File: config.mk
export PLATFORM = sky130hd
export DESIGN_NAME = qr_gg_seq_flat
export DESIGN_NICKNAME = d
export VERILOG_FILES = /design/src/rtl/qr_gg_seq_if.sv /design/src/rtl/qr_gg_seq.sv /design/src/flat_wrapper.sv
export SDC_FILE = /design/constraint.sdc
export NUM_CORES = 1
export LEC_CHECK = 0
export CORE_UTILIZATION = 50
export DETAILED_ROUTE_END_ITERATION = 12
export GPL_ROUTABILITY_DRIVEN = 0
export PLACE_DENSITY = 0.69
export RECOVER_POWER = 100
export SYNTH_ARGS = -nofsm -noshare
export SYNTH_HDL_FRONTEND = slang
export SYNTH_SLANG_ARGS = --single-unit
File: constraint.sdc
create_clock -name clk -period 3.6 [get_ports clk]
set_clock_uncertainty 0.2 [all_clocks]
set_input_delay 0.72 -clock clk [delete_from_list [all_inputs] [get_ports clk]]
set_output_delay 0.72 -clock clk [all_outputs]
set_load 0.02 [all_outputs]
File: src/rtl/qr_gg_seq_if.sv
// Stream bundle for the GG sequencer: element input, GG
// drive/capture and rotation-word output.
interface qr_gg_seq_if #(
    parameter int CW = 2,
    parameter int RW = 2
);
    logic          s_valid;
    logic          s_ready;
    logic [12:0]   s_data;
    logic [12:0]   gg_data;
    logic          gg_first;
    logic          gg_last;
    logic [11:0]   gg_di;
    logic          r_valid;
    logic          r_ready;
    logic [11:0]   r_di;
    logic [CW-1:0] r_col;
    logic [RW-1:0] r_row;

    modport master (
        output s_valid, s_data, gg_di, r_ready,
        input  s_ready, gg_data, gg_first, gg_last,
        input  r_valid, r_di, r_col, r_row
    );

    modport slave (
        input  s_valid, s_data, gg_di, r_ready,
        output s_ready, gg_data, gg_first, gg_last,
        output r_valid, r_di, r_col, r_row
    );
endinterface

File: src/rtl/qr_gg_seq.sv
// Column sequencer for the GG boundary cell: buffers a column,
// bursts it gaplessly into GG, queues returned direction bits.
module qr_gg_seq #(
    parameter int ROWS     = 4,
    parameter int COLS     = 4,
    parameter int DI_LAT   = 2,
    parameter int RF_DEPTH = 8
) (
    input  logic       clk,
    input  logic       reset,
    input  logic       start,
    output logic       busy,
    output logic       done,
    qr_gg_seq_if.slave bus
);
    localparam int NCOL = (ROWS < COLS) ? ROWS : COLS;
    localparam int CW   = (COLS > 1) ? $clog2(COLS) : 1;
    localparam int RW   = $clog2(ROWS);
    localparam int PW   = (RF_DEPTH > 1) ? $clog2(RF_DEPTH) : 1;
    localparam int FW   = $clog2(RF_DEPTH + 1);
    localparam int IW   = $clog2(DI_LAT + 2);
    localparam int EW   = CW + RW + 12;

    typedef enum logic [2:0] {
        IDLE, FILL, WAIT_CRED, ISSUE, FLUSH
    } state_t;

    state_t        state_q, state_d;
    logic [RW-1:0] j_q, j_d;
    logic [RW-1:0] cnt_q, cnt_d;
    logic [RW-1:0] n_last;
    logic [12:0]   colbuf_q [ROWS];

    logic [12:0]   gg_data_q, gg_data_d;
    logic          gg_first_q, gg_first_d;
    logic          gg_last_q, gg_last_d;
    logic          done_q, done_d;

    logic          tag_v;
    logic [RW-1:0] tag_row;
    logic          pv_q [DI_LAT+1];
    logic [CW-1:0] pc_q [DI_LAT+1];
    logic [RW-1:0] pr_q [DI_LAT+1];
    logic [IW-1:0] infl;

    logic [EW-1:0] mem_q [RF_DEPTH];
    logic [PW-1:0] wp_q, rp_q;
    logic [FW-1:0] fcnt_q;
    logic          push, pop, empty, cred_ok;

    assign n_last = RW'(ROWS - 1) - j_q;

    always_comb begin
        infl = '0;
        for (int k = 0; k <= DI_LAT; k++)
            infl = infl + IW'(pv_q[k]);
    end

    // Reserve room for every word the column can produce
    // before the first element leaves, since GG cannot stall.
    assign cred_ok = (32'(fcnt_q) + 32'(infl) + 32'(n_last))
                     <= 32'(RF_DEPTH);

    always_comb begin
        state_d    = state_q;
        j_d        = j_q;
        cnt_d      = cnt_q;
        done_d     = 1'b0;
        gg_data_d  = '0;
        gg_first_d = 1'b0;
        gg_last_d  = 1'b0;
        tag_v      = 1'b0;
        tag_row    = '0;
        unique case (state_q)
            IDLE: begin
                if (start) begin
                    state_d = FILL;
                    j_d     = '0;
                    cnt_d   = '0;
                end
            end
            FILL: begin
                if (bus.s_valid) begin
                    if (cnt_q == n_last) begin
                        state_d = WAIT_CRED;
                        cnt_d   = '0;
                    end else begin
                        cnt_d = cnt_q + RW'(1);
                    end
                end
            end
            WAIT_CRED: begin
                if (cred_ok)
                    state_d = ISSUE;
            end
            ISSUE: begin
                gg_data_d  = colbuf_q[cnt_q];
                gg_first_d = (cnt_q == '0);
                gg_last_d  = (cnt_q == n_last);
                tag_v      = (cnt_q != '0);
                tag_row    = j_q + cnt_q;
                if (cnt_q == n_last) begin
                    cnt_d = '0;
                    if (j_q == RW'(NCOL - 1)) begin
                        state_d = FLUSH;
                    end else begin
                        j_d     = j_q + RW'(1);
                        state_d = FILL;
                    end
                end else begin
                    cnt_d = cnt_q + RW'(1);
                end
            end
            FLUSH: begin
                if (infl == '0 && empty) begin
                    state_d = IDLE;
                    done_d  = 1'b1;
                end
            end
            default: state_d = IDLE;
        endcase
    end

    always_ff @(posedge clk or negedge reset) begin
        if (!reset) begin
            state_q    <= IDLE;
            j_q        <= '0;
            cnt_q      <= '0;
            gg_data_q  <= '0;
            gg_first_q <= 1'b0;
            gg_last_q  <= 1'b0;
            done_q     <= 1'b0;
            for (int i = 0; i < ROWS; i++)
                colbuf_q[i] <= '0;
        end else begin
            state_q    <= state_d;
            j_q        <= j_d;
            cnt_q      <= cnt_d;
            gg_data_q  <= gg_data_d;
            gg_first_q <= gg_first_d;
            gg_last_q  <= gg_last_d;
            done_q     <= done_d;
            if (state_q == FILL && bus.s_valid)
                colbuf_q[cnt_q] <= bus.s_data;
        end
    end

    // Tag stage k lines up with the k-th cycle after issue.
    always_ff @(posedge clk or negedge reset) begin
        if (!reset) begin
            for (int k = 0; k <= DI_LAT; k++) begin
                pv_q[k] <= 1'b0;
                pc_q[k] <= '0;
                pr_q[k] <= '0;
            end
        end else begin
            pv_q[0] <= tag_v;
            pc_q[0] <= CW'(j_q);
            pr_q[0] <= tag_row;
            for (int k = 1; k <= DI_LAT; k++) begin
                pv_q[k] <= pv_q[k-1];
                pc_q[k] <= pc_q[k-1];
                pr_q[k] <= pr_q[k-1];
            end
        end
    end

    assign push  = pv_q[DI_LAT];
    assign empty = (fcnt_q == '0);
    assign pop   = !empty && bus.r_ready;

    always_ff @(posedge clk or negedge reset) begin
        if (!reset) begin
            wp_q   <= '0;
            rp_q   <= '0;
            fcnt_q <= '0;
            for (int i = 0; i < RF_DEPTH; i++)
                mem_q[i] <= '0;
        end else begin
            if (push) begin
                mem_q[wp_q] <= {pc_q[DI_LAT], pr_q[DI_LAT],
                                bus.gg_di};
                wp_q <= (wp_q == PW'(RF_DEPTH - 1)) ?
                        '0 : wp_q + PW'(1);
            end
            if (pop)
                rp_q <= (rp_q == PW'(RF_DEPTH - 1)) ?
                        '0 : rp_q + PW'(1);
            fcnt_q <= fcnt_q + FW'(push) - FW'(pop);
        end
    end

    a_no_ovf: assert property (@(posedge clk) disable iff (!reset)
        push |-> (fcnt_q != FW'(RF_DEPTH) || pop));

    assign busy         = (state_q != IDLE);
    assign done         = done_q;
    assign bus.s_ready  = (state_q == FILL);
    assign bus.gg_data  = gg_data_q;
    assign bus.gg_first = gg_first_q;
    assign bus.gg_last  = gg_last_q;
    assign bus.r_valid  = !empty;
    assign bus.r_di     = mem_q[rp_q][11:0];
    assign bus.r_row    = mem_q[rp_q][12 +: RW];
    assign bus.r_col    = mem_q[rp_q][12+RW +: CW];
endmodule
File: src/flat_wrapper.sv
// flat-port wrapper written by rule: the top's interface ports become plain ports
module qr_gg_seq_flat 
#(
    parameter int ROWS     = 4,
    parameter int COLS     = 4,
    parameter int DI_LAT   = 2,
    parameter int RF_DEPTH = 8
)
  (clk, reset, start, busy, done, bus_s_valid, bus_s_data, bus_gg_di, bus_r_ready, bus_s_ready, bus_gg_data, bus_gg_first, bus_gg_last, bus_r_valid, bus_r_di, bus_r_col, bus_r_row);
  qr_gg_seq_if bus_i ();
  input  logic clk;
  input  logic reset;
  input  logic start;
  output logic busy;
  output logic done;
  input wire logic [$bits(bus_i.s_valid)-1:0] bus_s_valid;
  input wire logic [$bits(bus_i.s_data)-1:0] bus_s_data;
  input wire logic [$bits(bus_i.gg_di)-1:0] bus_gg_di;
  input wire logic [$bits(bus_i.r_ready)-1:0] bus_r_ready;
  output wire logic [$bits(bus_i.s_ready)-1:0] bus_s_ready;
  output wire logic [$bits(bus_i.gg_data)-1:0] bus_gg_data;
  output wire logic [$bits(bus_i.gg_first)-1:0] bus_gg_first;
  output wire logic [$bits(bus_i.gg_last)-1:0] bus_gg_last;
  output wire logic [$bits(bus_i.r_valid)-1:0] bus_r_valid;
  output wire logic [$bits(bus_i.r_di)-1:0] bus_r_di;
  output wire logic [$bits(bus_i.r_col)-1:0] bus_r_col;
  output wire logic [$bits(bus_i.r_row)-1:0] bus_r_row;
  assign bus_i.s_valid = bus_s_valid;
  assign bus_i.s_data = bus_s_data;
  assign bus_i.gg_di = bus_gg_di;
  assign bus_i.r_ready = bus_r_ready;
  assign bus_s_ready = bus_i.s_ready;
  assign bus_gg_data = bus_i.gg_data;
  assign bus_gg_first = bus_i.gg_first;
  assign bus_gg_last = bus_i.gg_last;
  assign bus_r_valid = bus_i.r_valid;
  assign bus_r_di = bus_i.r_di;
  assign bus_r_col = bus_i.r_col;
  assign bus_r_row = bus_i.r_row;
  qr_gg_seq #(.ROWS(ROWS), .COLS(COLS), .DI_LAT(DI_LAT), .RF_DEPTH(RF_DEPTH)) u_core (.clk(clk), .reset(reset), .start(start), .busy(busy), .done(done), .bus(bus_i));
endmodule
==> results.md <==
- Status: finished with violations
- Failing checks: capacitance limit, slew limit
- Routed WL: roughly 20 mm
- Initial antenna violation count: 0
- Synth Area in Adders: 0.0310
- Grt ovf: 0
- CTS tree: built
- Initial Util: 0.508
- Max-cap violations: 2
- Cell with the most instances after synthesis: dfrtp_1
- WL/cell: between 15 and 20 um
- Pin count of the biggest net entering global routing: just under 90
- Critical setup path kind: reg -> out
- Total CTS buffers: 25
- Async SR Flop Fraction: 1.00
- Slew Viols, Final: 70
- 1st-iter DRT viols: around 230
- Sequential-to-total area share from yosys stat: 0.536
- Crit end category: primary output
- Mapped Nets: 708
- Fin nets: around 780
- ANT cells: 0
- #FFs+latches synth: roughly 230
- Fmax achieved: between 200 and 300 MHz
- Synth Cell Area: 10600 um2
- Vias in the first global route: 6344
- Critical Path RT: about 2.7 ns
- Arr. time, crit path: between 2 and 3 ns
- Fillers: between 1500 and 2000
- Startpoint class of the critical path: register
- Largest family of logic cells by synthesized area: multiplexers
- Synth unique cells: 55
- Complex-gate fraction of the synthesized area: 0.0170
- GRT Total Usage: 0.198
- Drt pass-1 iters: 4
- Seq pwr share: 0.387
- EDFF count, synth: 0
- Worst hold path class: reg -> reg
- Clock power share: 0.217
- Drt drc: 0
- Mapped Cells: about 650
- Yosys top cell by area: dfrtp_1
- Synthesis-to-finish area growth: 12.7%
- Fin crit period: roughly 3.5 ns
- Slew margin rel.: -0.116
- Unrepaired setup endpoints after global routing: no
- Commonest cells post-synth: dfrtp_1, mux2_2, mux2_4
- Area of the core: between 20000 and 25000 um2
- Worst Tran Pin Value: about 1.7 ns
- P_leak: 5.37 nW
- FP Rows: 53
- Yosys warnings: 0
- Net Sw Frac: 0.316
- Final worst path period share: 0.976
- Yosys top cell area share: 0.536
- Comb pwr share: 0.396
- DRT antenna net count: 0
- Vias: 5650
- Psw: about 3.6 mW
- Die width: 148 um
- H-tree depth: 1
- Final instance count without filler cells: between 1000 and 1500
- Top FF cell, synth: dfrtp_1
- Int Pwr: between 7 and 8 mW
- Root Buffer: clkbuf_16
- Die ar.: roughly 22000 um2
- Die Span Y: roughly 150 um
- Clock sink count: about 230
- Simple-gate share of the synthesized area: 0.0466
- Share of cells above drive strength 1: 0.312
- Pwr dens: ~950 nW/um2
- Detailed placement HPWL: between 10 and 15 mm
- Setup violations, final: 0
- Via/cell ratio: 5.54
- Avg Cell Area, Syn: 16.3 um2
- Crit-path max FO: 21
- Xor/xnor share of the synthesized area: 0.00411
- # IOs: 65
- Synth top area cells: dfrtp_1, mux2_2, mux4_1
- Final Hold Vio Count: 0
- Port bufs: 64
- Clock transition at the registers of the reported paths: 0.06 ns
- Setup TNS: 0 ns
- Multiplexer share of the synthesized area: 0.332
- Placed Cells: about 970
- VDD IR max: approximately 0.43 mV
- First-pass GRT wire length: roughly 34 mm
- Latest clock arrival within the worst-skew pair: ~0.52 ns
- CTS Buffer Depth: 3
## flip-flops by register name (all words and copies together) (netlist names), 2 cells and up
signal and count:
u_core.j_q 2, u_core.bus.gg_data 13, u_core.pc_q 6, u_core.rp_q 3
u_core.pr_q 6, u_core.cnt_q 2, u_core.pv_q 2, u_core.colbuf_q 52
u_core.wp_q 3, u_core.mem_q 128, u_core.state_q 3, u_core.fcnt_q 4
## layout by cell type (no fill, tap or decap), types with 7 or more instances in the layout
master / Yosys / layout
clkbuf_1: 7 / 11
clkbuf_16: 0 / 25
clkbuf_8: 0 / 7
clkdlybuf4s50_1: 0 / 43
dfrtp_1: 228 / 228
dlygate4sd3_1: 0 / 21
ha_1: 20 / 20
inv_1: 20 / 20
mux2_1: 2 / 41
mux2_2: 157 / 157
mux4_1: 25 / 25
mux4_2: 20 / 20
nand2_1: 9 / 15
nor2_1: 13 / 13
nor2b_1: 13 / 15
## metrics by stage
stage / power (mW) / instance area, um2 / hold WS (ns) / utilization / setup slack (ns)
after floorplan: 7.97 / 10600 / 0.131 / - / 0.433
after global placement: 9.02 / 11500 / 0.133 / 0.548 / 0.401
after detailed placement: 9.31 / 11500 / 0.136 / 0.548 / 0.308
after CTS: 11.8 / 12300 / 0.150 / 0.587 / 0.0594
after global routing: 12.1 / 12000 / 0.157 / 0.573 / 0.0218
final: 11.3 / 12000 / 0.149 / 0.573 / 0.0851
## critical path, cell delays in order, from the launching register on
cell	delay, ns
dfrtp_1	0.36
buf_6	0.27
mux4_1	0.59
mux2_2	0.28
clkdlybuf4s50_1	0.57
## what timing repair did
action,4_1_cts,5_1_grt
resized for setup,1,0
buffers inserted,0,0
hold buffers,1,0
hold endpoints to repair,66,0
setup endpoints to repair,1,0
## logic make-up (layout without fill, tap and decap cells)
family | Yosys count | after routing
XOR/XNOR | 5 | 5
AO/OA/AOI/OAI | 26 | 26
multiplexers | 247 | 247
adder cells (fa/ha/maj) | 24 | 24
AND/OR/NAND/NOR | 68 | 68
flip-flops | 228 | 228
buffers and inverters | 56 | 146
## final cells by class
type | instances | area [um2] | area share
clock inverters | 5 | 56.3 | 0.00469
well taps | 275 | 344 | 0.0287
repair buffers | 81 | 746 | 0.0622
multi-input cells | 370 | 4320 | 0.360
clock buffers | 39 | 748 | 0.0624
flip-flops and latches | 228 | 5710 | 0.476
inverters | 21 | 78.8 | 0.00657
## metal layers
layer / track usage / up-vias / routed length, um
met1: 0.252 / 3002 / 8730
met4: 0.0495 / 0 / 320
met2: 0.354 / 76 / 10600
met5: 0 / - / 0
li1: - / 2544 / -
met3: 0.0318 / 28 / 698
## power by group through the flow
stage          sequential [mW]  clock [mW]  combinational, mW
5_1_grt                   4.54        2.64               4.92
3_5_place_dp              4.45           0               4.86
3_3_place_gp              4.33           0               4.69
6_report                  4.38        2.46               4.49
2_1_floorplan             4.19           0               3.77
4_1_cts                   4.42        2.53               4.89
## worst paths after layout
| kind | depth (start not counted) | start | slack (ns) | endpoint |
|---|---|---|---|---|
| max in group asynchronous | 3 | reset | 0.54 | u_core.mem_q[96]$_DFFE_PN0P_ |
| min in group asynchronous | 2 | reset | 0.98 | u_core.mem_q[10]$_DFFE_PN0P_ |
| max | 4 | u_core.rp_q[0]$_DFFE_PN0P_ | 0.09 | bus_r_row[0] |
| min reg2reg | 0 | u_core.pr_q[5]$_DFF_PN0_ | 0.15 | u_core.pr_q[3]$_DFF_PN0_ |
| max reg2reg | 5 | u_core.push$_DFF_PN0_ | 0.26 | u_core.mem_q[126]$_DFFE_PN0P_ |
| min | 0 | u_core.pr_q[5]$_DFF_PN0_ | 0.15 | u_core.pr_q[3]$_DFF_PN0_ |
Power figures use the tool's default switching activity.
